`src/rtl/rfphoenix_gpr_wb_arb_pkg.sv`:
```
// Shared types for the GPR writeback arbiter: thread/register/value types and
// the queued writeback request payload.
package rfphoenix_gpr_wb_arb_pkg;

  localparam int unsigned NWBREQ = 4;
  localparam int unsigned TID_W  = 3;
  localparam int unsigned REG_W  = 6;
  localparam int unsigned VAL_W  = 32;

  typedef logic [TID_W-1:0] Tid;
  typedef struct packed {
    logic [REG_W-1:0] num;
  } Regspec;
  typedef logic [VAL_W-1:0] Value;

  typedef struct packed {
    Tid         tid;
    Regspec     wa;
    logic [3:0] wr;
    Value       val;
  } WbReq;

  // r0 targets and empty lane masks still clear the scoreboard but never write
  function automatic logic is_null_wr(WbReq r);
    return (r.wa.num == '0) || (r.wr == 4'b0000);
  endfunction

endpackage

```
`src/rtl/rfphoenix_wb_fifo2.sv`:
```
// Two-entry FIFO of writeback requests; 1-bit read/write pointers plus occupancy.
module rfphoenix_wb_fifo2
  import rfphoenix_gpr_wb_arb_pkg::*;
(
  input  logic clk,
  input  logic rst,
  input  logic push,
  input  logic pop,
  input  WbReq din,
  output WbReq dout,
  output logic empty,
  output logic full
);

  logic [1:0] cnt_q, cnt_d;
  logic       wp_q, wp_d;
  logic       rp_q, rp_d;
  WbReq       mem_q [2];

  always_comb begin
    wp_d  = wp_q;
    rp_d  = rp_q;
    cnt_d = cnt_q;
    if (push) wp_d = ~wp_q;
    if (pop)  rp_d = ~rp_q;
    case ({push, pop})
      2'b10:   cnt_d = cnt_q + 2'd1;
      2'b01:   cnt_d = cnt_q - 2'd1;
      default: cnt_d = cnt_q;
    endcase
  end

  always_ff @(posedge clk or negedge rst) begin
    if (!rst) begin
      cnt_q <= 2'd0;
      wp_q  <= 1'b0;
      rp_q  <= 1'b0;
    end else begin
      cnt_q <= cnt_d;
      wp_q  <= wp_d;
      rp_q  <= rp_d;
    end
  end

  // Storage needs no reset: occupancy gates every read.
  always_ff @(posedge clk) begin
    if (push) mem_q[wp_q] <= din;
  end

  assign dout  = mem_q[rp_q];
  assign empty = (cnt_q == 2'd0);
  assign full  = cnt_q[1];

endmodule

```
`src/rtl/rfphoenix_gpr_wb_arb.sv`:
```
// Round-robin arbiter sharing the single GPR write port among NREQ writeback
// sources, each buffered by a private 2-entry FIFO.
module rfphoenix_gpr_wb_arb
  import rfphoenix_gpr_wb_arb_pkg::*;
#(
  parameter int unsigned NREQ = NWBREQ
) (
  input  logic                     clk,
  input  logic                     rst,
  input  logic [NREQ-1:0]          req_valid,
  output logic [NREQ-1:0]          req_ready,
  input  Tid     [NREQ-1:0]        req_tid,
  input  Regspec [NREQ-1:0]        req_wa,
  input  logic   [NREQ-1:0][3:0]   req_wr,
  input  Value   [NREQ-1:0]        req_val,
  input  logic                     wb_hold,
  output logic [3:0]               wr,
  output Tid                       wthread,
  output Regspec                   wa,
  output Value                     i,
  output logic                     wb_valid,
  output logic [$clog2(NREQ)-1:0]  wb_src
);

  localparam int unsigned SRC_W = $clog2(NREQ);

  WbReq              head  [NREQ];
  logic [NREQ-1:0]   empty;
  logic [NREQ-1:0]   full;
  logic [NREQ-1:0]   push;
  logic [NREQ-1:0]   pop;
  logic              rdy_en_q;

  logic [SRC_W-1:0]  ptr_q, ptr_d;
  logic [3:0]        wr_q, wr_d;
  Tid                wthread_q, wthread_d;
  Regspec            wa_q, wa_d;
  Value              i_q, i_d;
  logic              wb_valid_q, wb_valid_d;
  logic [SRC_W-1:0]  wb_src_q, wb_src_d;

  logic              found;
  logic              gnt;
  logic [SRC_W-1:0]  win;
  logic [SRC_W-1:0]  idx;

  // Readiness comes from registered occupancy only and stays low during reset
  always_ff @(posedge clk or negedge rst) begin
    if (!rst) rdy_en_q <= 1'b0;
    else      rdy_en_q <= 1'b1;
  end

  assign req_ready = {NREQ{rdy_en_q}} & ~full;
  assign push      = req_valid & req_ready;

  for (genvar g = 0; g < NREQ; g++) begin : g_fifo
    WbReq din;
    assign din = '{tid: req_tid[g], wa: req_wa[g], wr: req_wr[g], val: req_val[g]};

    rfphoenix_wb_fifo2 u_fifo (
      .clk   (clk),
      .rst   (rst),
      .push  (push[g]),
      .pop   (pop[g]),
      .din   (din),
      .dout  (head[g]),
      .empty (empty[g]),
      .full  (full[g])
    );
  end

  // Selection: first non-empty FIFO after the last winner, then next-state
  always_comb begin
    found      = 1'b0;
    win        = '0;
    idx        = '0;
    ptr_d      = ptr_q;
    wr_d       = 4'b0000;
    wb_valid_d = 1'b0;
    wthread_d  = wthread_q;
    wa_d       = wa_q;
    i_d        = i_q;
    wb_src_d   = wb_src_q;

    for (int unsigned k = 1; k <= NREQ; k++) begin
      idx = SRC_W'((32'(ptr_q) + k) % NREQ);
      if (!found && !empty[idx]) begin
        found = 1'b1;
        win   = idx;
      end
    end

    gnt = found & ~wb_hold;
    pop = gnt ? (NREQ'(1) << win) : '0;

    if (gnt) begin
      ptr_d      = win;
      wb_valid_d = 1'b1;
      wb_src_d   = win;
      wthread_d  = head[win].tid;
      wa_d       = head[win].wa;
      i_d        = head[win].val;
      wr_d       = is_null_wr(head[win]) ? 4'b0000 : head[win].wr;
    end
  end

  always_ff @(posedge clk or negedge rst) begin
    if (!rst) begin
      ptr_q      <= SRC_W'(NREQ - 1);
      wr_q       <= 4'b0000;
      wthread_q  <= '0;
      wa_q       <= '0;
      i_q        <= '0;
      wb_valid_q <= 1'b0;
      wb_src_q   <= '0;
    end else begin
      ptr_q      <= ptr_d;
      wr_q       <= wr_d;
      wthread_q  <= wthread_d;
      wa_q       <= wa_d;
      i_q        <= i_d;
      wb_valid_q <= wb_valid_d;
      wb_src_q   <= wb_src_d;
    end
  end

  assign wr       = wr_q;
  assign wthread  = wthread_q;
  assign wa       = wa_q;
  assign i        = i_q;
  assign wb_valid = wb_valid_q;
  assign wb_src   = wb_src_q;

endmodule

```
`config.mk`:
```
export PLATFORM = sky130hd
export DESIGN_NAME = rfphoenix_gpr_wb_arb
export DESIGN_NICKNAME = d
export VERILOG_FILES = /design/src/rtl/rfphoenix_gpr_wb_arb_pkg.sv /design/src/rtl/rfphoenix_wb_fifo2.sv /design/src/rtl/rfphoenix_gpr_wb_arb.sv
export SDC_FILE = /design/constraint.sdc
export NUM_CORES = 1
export LEC_CHECK = 0
export ABC_AREA = 1
export CAP_MARGIN = 20
export CORE_AREA = 2 2 165 200
export CTS_BUF_LIST = sky130_fd_sc_hd__clkbuf_2
export DETAILED_ROUTE_END_ITERATION = 10
export DIE_AREA = 0 0 167 202
export PLACE_DENSITY = 0.93
export SETUP_SLACK_MARGIN = 0.15
export SLEW_MARGIN = 20
export SYNTH_ARGS = -nofsm -noshare
export SYNTH_HDL_FRONTEND = slang
export SYNTH_HIERARCHICAL = 1
export SYNTH_SLANG_ARGS = --single-unit
```
`constraint.sdc`:
```
create_clock -name clk -period 4.5 [get_ports clk]
set_clock_uncertainty 0.2 [all_clocks]
set_input_delay 0.675 -clock clk [delete_from_list [all_inputs] [get_ports clk]]
set_output_delay 0.675 -clock clk [all_outputs]
set_load 0.02 [all_outputs]
```
==> Word level (Yosys, flattened, before mapping) <==
Memories as Yosys holds them, arrays and structs flattened.
Index checks and enable logic that the tools add are counted.
{ "classes": {"shifts": 1, "bitwise": 14, "eq_ne": 8, "add_sub_neg": 12, "mux": 35, "n_lt_le_gt_ge": 5, "n_reduce_logical": 19} }
{ "op_table": {"columns": ["op", "count"], "rows": [
  ["$bmux W45 S2", 1],
  ["$mux W45", 2],
  ["$mux W1", 17],
  ["$pmux W2 S2", 4],
  ["$add A2 B1 Y2 const B", 6],
  ["$lt A2 B3 Y1 const B", 4],
  ["$mux W4", 3],
  ["$not A1 Y1", 9],
  ["$and A4 B4 Y4", 2],
  ["$bmux W1 S2", 4],
  ["$eq A2 B1 Y1 const B", 4],
  ["$eq A2 B2 Y1 const B", 4],
  ["$logic_not A2 Y1", 4],
  ["$mux W2", 4],
  ["$reduce_bool A2 Y1", 4],
  ["$sub A2 B1 Y2 const B", 4],
  ["$logic_not A6 Y1", 1],
  ["$logic_not A1 Y1", 5],
  ["$add A2 B2 Y2 const B", 2],
  ["$logic_not A4 Y1", 1],
  ["$not A4 Y4", 1],
  ["$shl A1 B2 Y4 const A", 1],
  ["$ge A3 B3 Y1 const B", 1],
  ["$logic_and A1 B1 Y1", 3],
  ["3 further kinds", 3]
]} }
{ "totals": {"n_memories": 4, "in_bits": 187, "ff_bits": 67, "ram_bits": 360} }
{ "mem_list": {"columns": ["name", "depth", "word_bits", "rd", "rd_clocked_by_memory_dff", "write_ports", "line_no", "text"], "rows": [
  ["g_fifo[0].u_fifo.mem_q", 2, 45, 1, 0, 1, "rfphoenix_wb_fifo2.sv:18", "WbReq mem_q [2];"],
  ["g_fifo[1].u_fifo.mem_q", 2, 45, 1, 0, 1, "rfphoenix_wb_fifo2.sv:18", null],
  ["g_fifo[2].u_fifo.mem_q", 2, 45, 1, 0, 1, "rfphoenix_wb_fifo2.sv:18", null],
  ["g_fifo[3].u_fifo.mem_q", 2, 45, 1, 0, 1, "rfphoenix_wb_fifo2.sv:18", null]
]} }

==> Logic depth before layout (Yosys ltp) <==
Gate-level depths: netlist of the first run.
{ "depth": {"depth_word": 20, "mapped_depth": 22, "depth_no_buf": 20} }

==> Modules after synthesis <==
The synthesis of the first run kept the hierarchy.
{ "modules_own_cells": {"columns": ["mod", "instances", "seq_area_each_um2", "area_each_um2", "cells_per_inst"], "rows": [
  ["rfphoenix_wb_fifo2", 4, 2802.7, 3577.2, 258],
  ["rfphoenix_gpr_wb_arb", 1, 1278.7, 3633.5, 499]
]} }

==> Least setup slack after synthesis of the first run <==
No wires, ideal clock.
{ "synth_path": {"kind": "input-to-reg", "from": "in req_valid[0]", "to": "mem g_fifo[0].u_fifo/mem_q[0][0] in the netlist's numbering (enable)", "setup_slack_ps": 865, "path_buffers": 0, "cell_stages": 3, "t_arrival_ps": 2988, "cell_sequence": "nor3b_1 inv_1 nor2_1"} }
{ "synth_via": {"elab_chain_len": 3} }
{ "synth_rtl": {"columns": ["item", "line_no", "text"], "rows": [
  ["start, declared", "rfphoenix_gpr_wb_arb.sv:10", "input logic [NREQ-1:0] req_valid,"],
  ["$and A4 B4 Y4", "rfphoenix_gpr_wb_arb.sv:54", "assign push = req_valid & req_ready;"],
  ["$mux W1", "rfphoenix_wb_fifo2.sv:47", "if (push) mem_q[wp_q] <= din;"],
  ["$mux W1 (not written as such)", "rfphoenix_wb_fifo2.sv:47", null],
  ["end, declared", "rfphoenix_wb_fifo2.sv:18", null]
]} }
No other way between the ends.

==> Final worst setup path of the first run <==
{ "layout_path": {"from": "reg ptr_q[0]", "to": "reg g_fifo[3].u_fifo.cnt_q[1]"} }
{ "layout_via": {"elab_chain_len": 16} }
{ "layout_rtl": {"columns": ["item", "line_no", "text"], "rows": [
  ["start, declared", "rfphoenix_gpr_wb_arb.sv:34", "logic [SRC_W-1:0] ptr_q, ptr_d;"],
  ["start signal, assigned", "rfphoenix_gpr_wb_arb.sv:109", "ptr_q <= SRC_W'(NREQ - 1);"],
  ["start signal, assigned", "rfphoenix_gpr_wb_arb.sv:117", "ptr_q <= ptr_d;"],
  ["$add A2 B2 Y2", "rfphoenix_gpr_wb_arb.sv:86", "idx = SRC_W'((32'(ptr_q) + k) % NREQ);"],
  ["$bmux W1 S2", "rfphoenix_gpr_wb_arb.sv:87", "if (!found && !empty[idx]) begin"],
  ["$mux W1 (not written as such)", "rfphoenix_gpr_wb_arb.sv:87", null],
  ["$logic_not A1 Y1", "rfphoenix_gpr_wb_arb.sv:87", null],
  ["$logic_and A1 B1 Y1", "rfphoenix_gpr_wb_arb.sv:87", null],
  ["$mux W1", "rfphoenix_gpr_wb_arb.sv:87", null],
  ["$logic_not A1 Y1", "rfphoenix_gpr_wb_arb.sv:87", null],
  ["$logic_and A1 B1 Y1", "rfphoenix_gpr_wb_arb.sv:87", null],
  ["$mux W1", "rfphoenix_gpr_wb_arb.sv:87", null],
  ["$logic_not A1 Y1", "rfphoenix_gpr_wb_arb.sv:87", null],
  ["$logic_and A1 B1 Y1", "rfphoenix_gpr_wb_arb.sv:87", null],
  ["$mux W2 / $mux W1 (equally long branches)", "rfphoenix_gpr_wb_arb.sv:87", null],
  ["$shl A1 B2 Y4 / $and A1 B1 Y1 (equally long branches)", "rfphoenix_gpr_wb_arb.sv:94, rfphoenix_gpr_wb_arb.sv:93", null],
  ["$mux W4 (*)", "rfphoenix_gpr_wb_arb.sv:94", "pop = gnt ? (NREQ'(1) << win) : '0;"],
  ["via pop[3]", "rfphoenix_gpr_wb_arb.sv:31", "logic [NREQ-1:0] pop;"],
  ["$eq A2 B1 Y1 / $eq A2 B2 Y1 (equally long branches)", "rfphoenix_wb_fifo2.sv:26", "case ({push, pop})"],
  ["$pmux W2 S2 / $reduce_bool A2 Y1 (equally long branches)", null, null],
  ["end signal, assigned", "rfphoenix_wb_fifo2.sv:39", "cnt_q <= cnt_d;"],
  ["end, declared", "rfphoenix_wb_fifo2.sv:15", "logic [1:0] cnt_q, cnt_d;"]
]} }
The timed path passes the listed nets; every way through them passes the cells marked *. The select of a mux whose other input is x is not followed.
A chain may end at the register's enable or synchronous reset.

==> results of run 1 <==
-- registers in the layout, indices dropped and copies added (netlist names) --
name and count:
g_fifo.u_fifo/cnt_q 8, g_fifo.u_fifo/mem_q 360, wr 4, wb_valid 1
wa 6, ptr_q 2, rdy_en_q 1, g_fifo.u_fifo/rp_q 4
wb_src 2, g_fifo.u_fifo/wp_q 4, i 32, wthread 3
-- critical path: stages (launching register included) --
cell	delay, ns
dfstp_2	0.69
nand2_1	0.10
nand2_2	0.12
nand2_1	0.08
nand2_2	0.12
and2_1	0.15
nand3b_1	0.08
nand2_1	0.11
nand2_4	0.37
inv_2	0.33
nand2_4	0.19
nor2_1	0.26
ha_1	0.30
inv_1	0.09
nand3_1	0.07
nand2_1	0.07
nand2_1	0.05
-- Yosys cell counts (all sizes together) --
| library cell | n |
|---|---|
| o21bai | 21 |
| ha | 4 |
| xor2 | 8 |
| inv | 230 |
| nand3 | 19 |
| clkbuf | 7 |
| a31oi | 26 |
| dfstp | 2 |
| o21ai | 246 |
| conb | 1 |
| dfrtp | 65 |
| nor2 | 102 |
| nand4 | 19 |
| and2 | 1 |
| xnor2 | 4 |
| mux2i | 14 |
| nand3b | 1 |
| buf | 68 |
| edfxtp | 360 |
| nor3b | 4 |
| nand2 | 294 |
| o22a | 4 |
| or2 | 14 |
| a21oi | 3 |
| o221ai | 14 |
-- stage by stage --
stage	hold slack (ns)	area (µm²)	instances
2_1_floorplan	0.179	17900	1531
5_1_grt	0.0200	21300	2301
3_3_place_gp	0.273	20300	2120
6_report	0.0933	21300	2303
4_1_cts	0.00901	21300	2299
3_5_place_dp	0.282	20300	2120
-- layer usage --
| layer | track usage, % | vias to the layer above |
|---|---|---|
| li1 | - | 5812 |
| met1 | 28.8 | 5783 |
| met2 | 44.6 | 570 |
| met3 | 6.09 | 104 |
| met4 | 14.2 | 0 |
| met5 | 0 | - |
-- power groups by stage --
stage | clock, mW | sequential (mW) | combinational [mW]
floorplan | 0 | 5.61 | 4.60
detailed placement | 0 | 5.71 | 6.37
global placement | 0 | 5.68 | 6.20
CTS | 2.50 | 5.63 | 6.41
finish | 2.43 | 5.65 | 6.40
global route | 2.70 | 5.73 | 6.96
-- path summary, 6_finish.rpt --
path / end / slack, ns / startpoint / depth (start not counted)
hold reg to reg: i[22] / 0.31 / i[22] / 2
hold / removal: g_fifo[0].u_fifo/mem_q[1][6] / 0.09 / req_val[6] / 1
setup reg to reg: g_fifo[3].u_fifo/cnt_q[1] / 1.00 / ptr_q[0] / 16
max in group asynchronous: g_fifo[0].u_fifo/rp_q / 3.24 / rst / 2
setup / recovery: g_fifo[3].u_fifo/cnt_q[1] / 1.00 / ptr_q[0] / 16
min in group asynchronous: g_fifo[2].u_fifo/wp_q / 0.20 / rst / 2
-- final cells by class --
cell class / instances / area share [%]
inverter: 230 / 4.08
sequential: 427 / 58.8
clock buffer: 145 / 3.41
antenna: 4 / 0.0471
clock inverter: 33 / 0.859
timing repair buffer: 258 / 11.9
tap: 407 / 2.39
multi-input combinational: 799 / 18.5
-- logic make-up (layout without fill, tap and decap cells) --
logic type               after synthesis  after routing  share of synthesized area (%)
AND/OR/NAND/NOR                      454            454                           10.5
flip-flops                           427            427                           69.6
AO/OA/AOI/OAI                        314            314                           9.61
buffers and inverters                305            666                           8.59
multiplexers                          14             14                          0.781
XOR/XNOR                              12             12                          0.586
adder cells (fa/ha/maj)                4              4                          0.279
other                                  1              5                         0.0209
-- what timing repair did --
item	4_1_cts	5_1_grt
hold buffers	1	0
endpoints found under the setup margin	0	0
hold endpoints to repair	65	0
==> flow_metrics.env, run 1 <==
export IMPL_pin_count=239
export IMPL_power_density_nw_per_um2=681
export IMPL_vias=12300
export IMPL_min_period_ns=3.50
export IMPL_fmaxAchievable_mhz=286
export IMPL_finalMaxSlewViolations=0
export IMPL_first_pass_iters=5
export IMPL_path_class="reg -> reg"
export IMPL_core_um2=31800
export IMPL_yosysWarnings=6
export IMPL_insertion_delay_ns=0.93
export IMPL_p_seq_share_pct=39.0
export IMPL_die_h_um=202
export IMPL_cts_resized=0
export IMPL_layout_common_cells="edfxtp_1 (360), nand2_1 (285), clkdlybuf4s50_1 (237), inv_1 (221), o21ai_1 (183)"
export IMPL_vias_per_cell=5.33
export IMPL_drc=0
export IMPL_pwr_share_comb_pct=44.2
export IMPL_p_switching_mw=6.23
export IMPL_min_path_type="in -> reg"
export IMPL_cts_setup_buffers=0
export IMPL_nets=2006
export IMPL_ys_ff_latch=427
export IMPL_drt_iter0_markers=1127
export IMPL_fin_setup_tns_ns=0
export IMPL_slew_headroom_pct=33.5
export IMPL_setup_viol=0
export IMPL_min_period_over_period_pct=77.7
export IMPL_grt_pass1_vias=12400
export IMPL_initial_utilization_pct=56.4
export IMPL_worstPathRequired_ns=5.13
export IMPL_wl_met3_um=3390
export IMPL_start_kind="flop"
export IMPL_synth_top_area_cell="edfxtp_1"
export IMPL_final_common_cell="edfxtp_1"
export IMPL_wirelength_um=42900
export IMPL_switching_share_pct=43.0
export IMPL_total_power_mw=14.5
export IMPL_grt_setup_unrepaired="no"
export IMPL_grt_pass1_wl_um=65200
export IMPL_area_growth_pct=18.5
export IMPL_synth_cells=1531
export IMPL_finalWorstSetupSlack_ns=1.00
export IMPL_synth_area_top_cells="edfxtp_1 (60%), dfrtp_1 (9.1%), nand2_1 (6.0%)"
export IMPL_htree_num_levels=3
export IMPL_wl_per_cell_um=18.6
export IMPL_root_buffer="clkbuf_2"
export IMPL_wl_met2_um=22300
export IMPL_regArea_um2=12500
export IMPL_syn_avg_cell_area_um2=11.7
export IMPL_power_frac_clock_pct=16.8
export IMPL_syn_nets=1722
export IMPL_dp_hpwl_um=30000
export IMPL_utilization_pct=66.9
export IMPL_multi_input_area_um2=3940
export IMPL_syn_cell_area_um2=17900
export IMPL_ant_nets=0
export IMPL_tightest_slew_ns=0.998
export IMPL_fillers=2311
export IMPL_p_leak_nw=8.61
export IMPL_cts_tree="done"
export IMPL_synth_top_area_share_pct=60.3
export IMPL_cts_sinks=427
export IMPL_antenna_found_initial=4
export IMPL_synth_cell_types=36
export IMPL_numPortBuffers=238
export IMPL_peakVddDrop_uv=612
export IMPL_cap_violations=0
export IMPL_overflow=0
export IMPL_hold_viol=0
export IMPL_num_rows=72
export IMPL_synth_seq_area_share_pct=69.6
export IMPL_cts_buffers=99
export IMPL_clockBufferDepth=3
export IMPL_critPathArrivalTime_ns=4.13
export IMPL_grt_max_degree=68
export IMPL_dieArea_um2=33700
export IMPL_internal_power_mw=8.25
export IMPL_place_congestion=0.930
export IMPL_worst_path_max_fanout=55
export IMPL_status="completed"
export IMPL_dieWidth_um=167
export IMPL_endpoint_kind="flop"
export IMPL_drive_gt1_share_pct=11.3
export IMPL_routed_top_layer="met4"
export IMPL_met1Wirelength_um=15100
export IMPL_grt_usage_pct=25.5
export IMPL_clk_pin_slew_ns=0.12
export IMPL_place_ws_ns=1.09
(Power assumes the default switching activity.)
==> run 2, diff against run 1 <==
==> constraint.sdc (replaced) <==
create_clock -name clk -period 3.3 [get_ports clk]
set_clock_uncertainty 0.2 [all_clocks]
set_input_delay 0.495 -clock clk [delete_from_list [all_inputs] [get_ports clk]]
set_output_delay 0.495 -clock clk [all_outputs]
set_load 0.02 [all_outputs]
==> run 2 against run 1 <==
Via count increased by 11%. Power grew 44%. Sequential share of layout area decreased by 5.3 points. Highest routed layer unchanged. Setup slack worse by 0.82 ns. Global-route usage is 5.6 points higher. First-iteration DRC count grew 27%. Final cell count rose by 8.6%. Die area is the same.
==> flow_metrics.env, run 2 (synthesized netlist as in run 1, its figures left out) <==
export IMPL_finalMaxSlewViolations=0
export IMPL_grt_pass1_vias=14200
export IMPL_status="completed"
export IMPL_path_delay_family="simple AND/OR/NAND/NOR gates"
export IMPL_antenna_found_initial=3
export IMPL_fin_setup_tns_ns=0
export IMPL_core_um2=31800
export IMPL_num_rows=72
export IMPL_fillers=2034
export IMPL_dp_hpwl_um=31500
export IMPL_ant_nets=0
export IMPL_crit_chain="nand2_1 -> nand2_2 -> nand2_1 -> nand2_2 -> and2_1 -> nand4_1 -> nand2_4 -> buf_4 -> nand3_1 -> inv_1 -> ha_1 -> inv_1 -> nand3_1 -> nand2_1 -> nand2_1"
export IMPL_cts_setup_buffers=0
export IMPL_vias=13600
export IMPL_numPortBuffers=238
export IMPL_cts_buffers=99
export IMPL_grt_pass1_wl_um=78500
export IMPL_reg2reg_from="ptr_q[0]"
export IMPL_path_class="reg -> reg"
export IMPL_clk_pin_slew_ns=0.10
export IMPL_slew_headroom_pct=55.8
export IMPL_grt_max_degree=72
export IMPL_top_register="g_fifo.u_fifo/mem_q"
export IMPL_cap_violations=0
export IMPL_worstPathRequired_ns=3.90
export IMPL_cts_sinks=427
export IMPL_layout_common_cells="edfxtp_1 (360), nand2_1 (285), clkdlybuf4s50_1 (237), inv_1 (221), o21ai_1 (184)"
export IMPL_overflow=0
export IMPL_min_path_type="in -> reg"
export IMPL_dieArea_um2=33700
export IMPL_power_density_nw_per_um2=895
export IMPL_area_growth_pct=30.2
export IMPL_drive_gt1_share_pct=11.3
export IMPL_endpoint_kind="flop"
export IMPL_cp_startpoint="ptr_q[0]"
export IMPL_fmaxAchievable_mhz=321
export IMPL_slowest_stage="dfstp_2"
export IMPL_initial_utilization_pct=56.4
export IMPL_start_kind="flop"
export IMPL_hold_viol=0
export IMPL_setup_viol=0
export IMPL_min_period_over_period_pct=94.4
export IMPL_total_power_mw=20.9
export IMPL_min_period_ns=3.12
export IMPL_pin_count=239
export IMPL_dieWidth_um=167
export IMPL_holdCritStartpoint="req_valid[1]"
export IMPL_htree_num_levels=3
export IMPL_cts_tree="done"
export IMPL_place_congestion=0.923
export IMPL_drc=0
export IMPL_die_h_um=202
export IMPL_place_ws_ns=0.222
export IMPL_multi_input_area_um2=3950
export IMPL_first_pass_iters=9
export IMPL_vias_per_cell=5.45
export IMPL_wl_per_cell_um=21.0
export IMPL_critPathArrivalTime_ns=3.72
export IMPL_worst_path_max_fanout=24
export IMPL_insertion_delay_ns=0.96
export IMPL_worst_path_buf_inv=3
export IMPL_peakVddDrop_uv=865
export IMPL_drt_iter0_markers=1429
export IMPL_crit_top_cell="nand2_1"
export IMPL_nets=2199
export IMPL_utilization_pct=73.4
export IMPL_largest_register_ffs=360
export IMPL_p_leak_nw=9.51
export IMPL_grt_usage_pct=31.1
export IMPL_finalWorstSetupSlack_ns=0.185
export IMPL_root_buffer="clkbuf_2"
export IMPL_cp_slowest_stage_delay_ns=0.68
export IMPL_regArea_um2=12500
export IMPL_clockBufferDepth=3
export IMPL_tightest_slew_ns=0.664
export IMPL_final_common_cell="edfxtp_1"
export IMPL_grt_setup_unrepaired="yes"
export IMPL_wirelength_um=52400
-- run 2: what timing repair did --
item,4_1_cts,5_1_grt
resized for setup,0,7
hold endpoints to repair,426,0
hold buffers,183,0
setup endpoints to repair,0,13
-- run 2: area by class of cell --
type / count / area share [%]
multi-input cells: 799 / 16.9
clock buffers: 154 / 3.30
clock inverters: 29 / 0.809
diodes: 3 / 0.0321
flip-flops and latches: 427 / 53.5
well taps: 407 / 2.18
inverters: 230 / 3.73
repair buffers: 451 / 19.5
-- run 2: tightest hold or removal path, stage by stage --
cell and delay, ns:
clkdlybuf4s50_1 0.44, nor3b_1 0.19, xor2_1 0.17
-- run 2: metal layers --
metal,global-route usage [%],up-vias,routed length (µm)
met5,0,-,0
met4,16.9,0,3030
met3,6.83,180,4260
met2,56.7,803,27900
met1,33.5,6453,17200
li1,-,6193,-
-- run 2: per-stage QoR --
| stage | cells | hold WS [ns] | cell area, µm² |
|---|---|---|---|
| finish | 2500 | 0.212 | 23400 |
| global route | 2500 | 0.149 | 23400 |
| CTS | 2497 | 0.124 | 23300 |
| detailed placement | 2131 | 0.280 | 20500 |
| global placement | 2131 | 0.273 | 20500 |
| floorplan | 1531 | -0.000591 | 18000 |
-- run 2: path summary, 6_finish.rpt --
check / slack, ns / end / cells past startpoint
min in group asynchronous: 0.58 / ptr_q[1] / 3
hold reg to reg: 0.30 / wthread[2] / 2
setup / recovery: 0.18 / g_fifo[1].u_fifo/cnt_q[1] / 15
hold / removal: 0.21 / g_fifo[1].u_fifo/wp_q / 3
max in group asynchronous: 1.77 / g_fifo[2].u_fifo/wp_q / 4
setup reg to reg: 0.18 / g_fifo[1].u_fifo/cnt_q[1] / 15
-- run 2: report_power, final --
group | internal (mW) | switching, mW | leakage, nW
clock network | 1.47 | 2.14 | 0.733
registers | 6.86 | 0.739 | 4.06
logic | 3.41 | 6.28 | 4.71
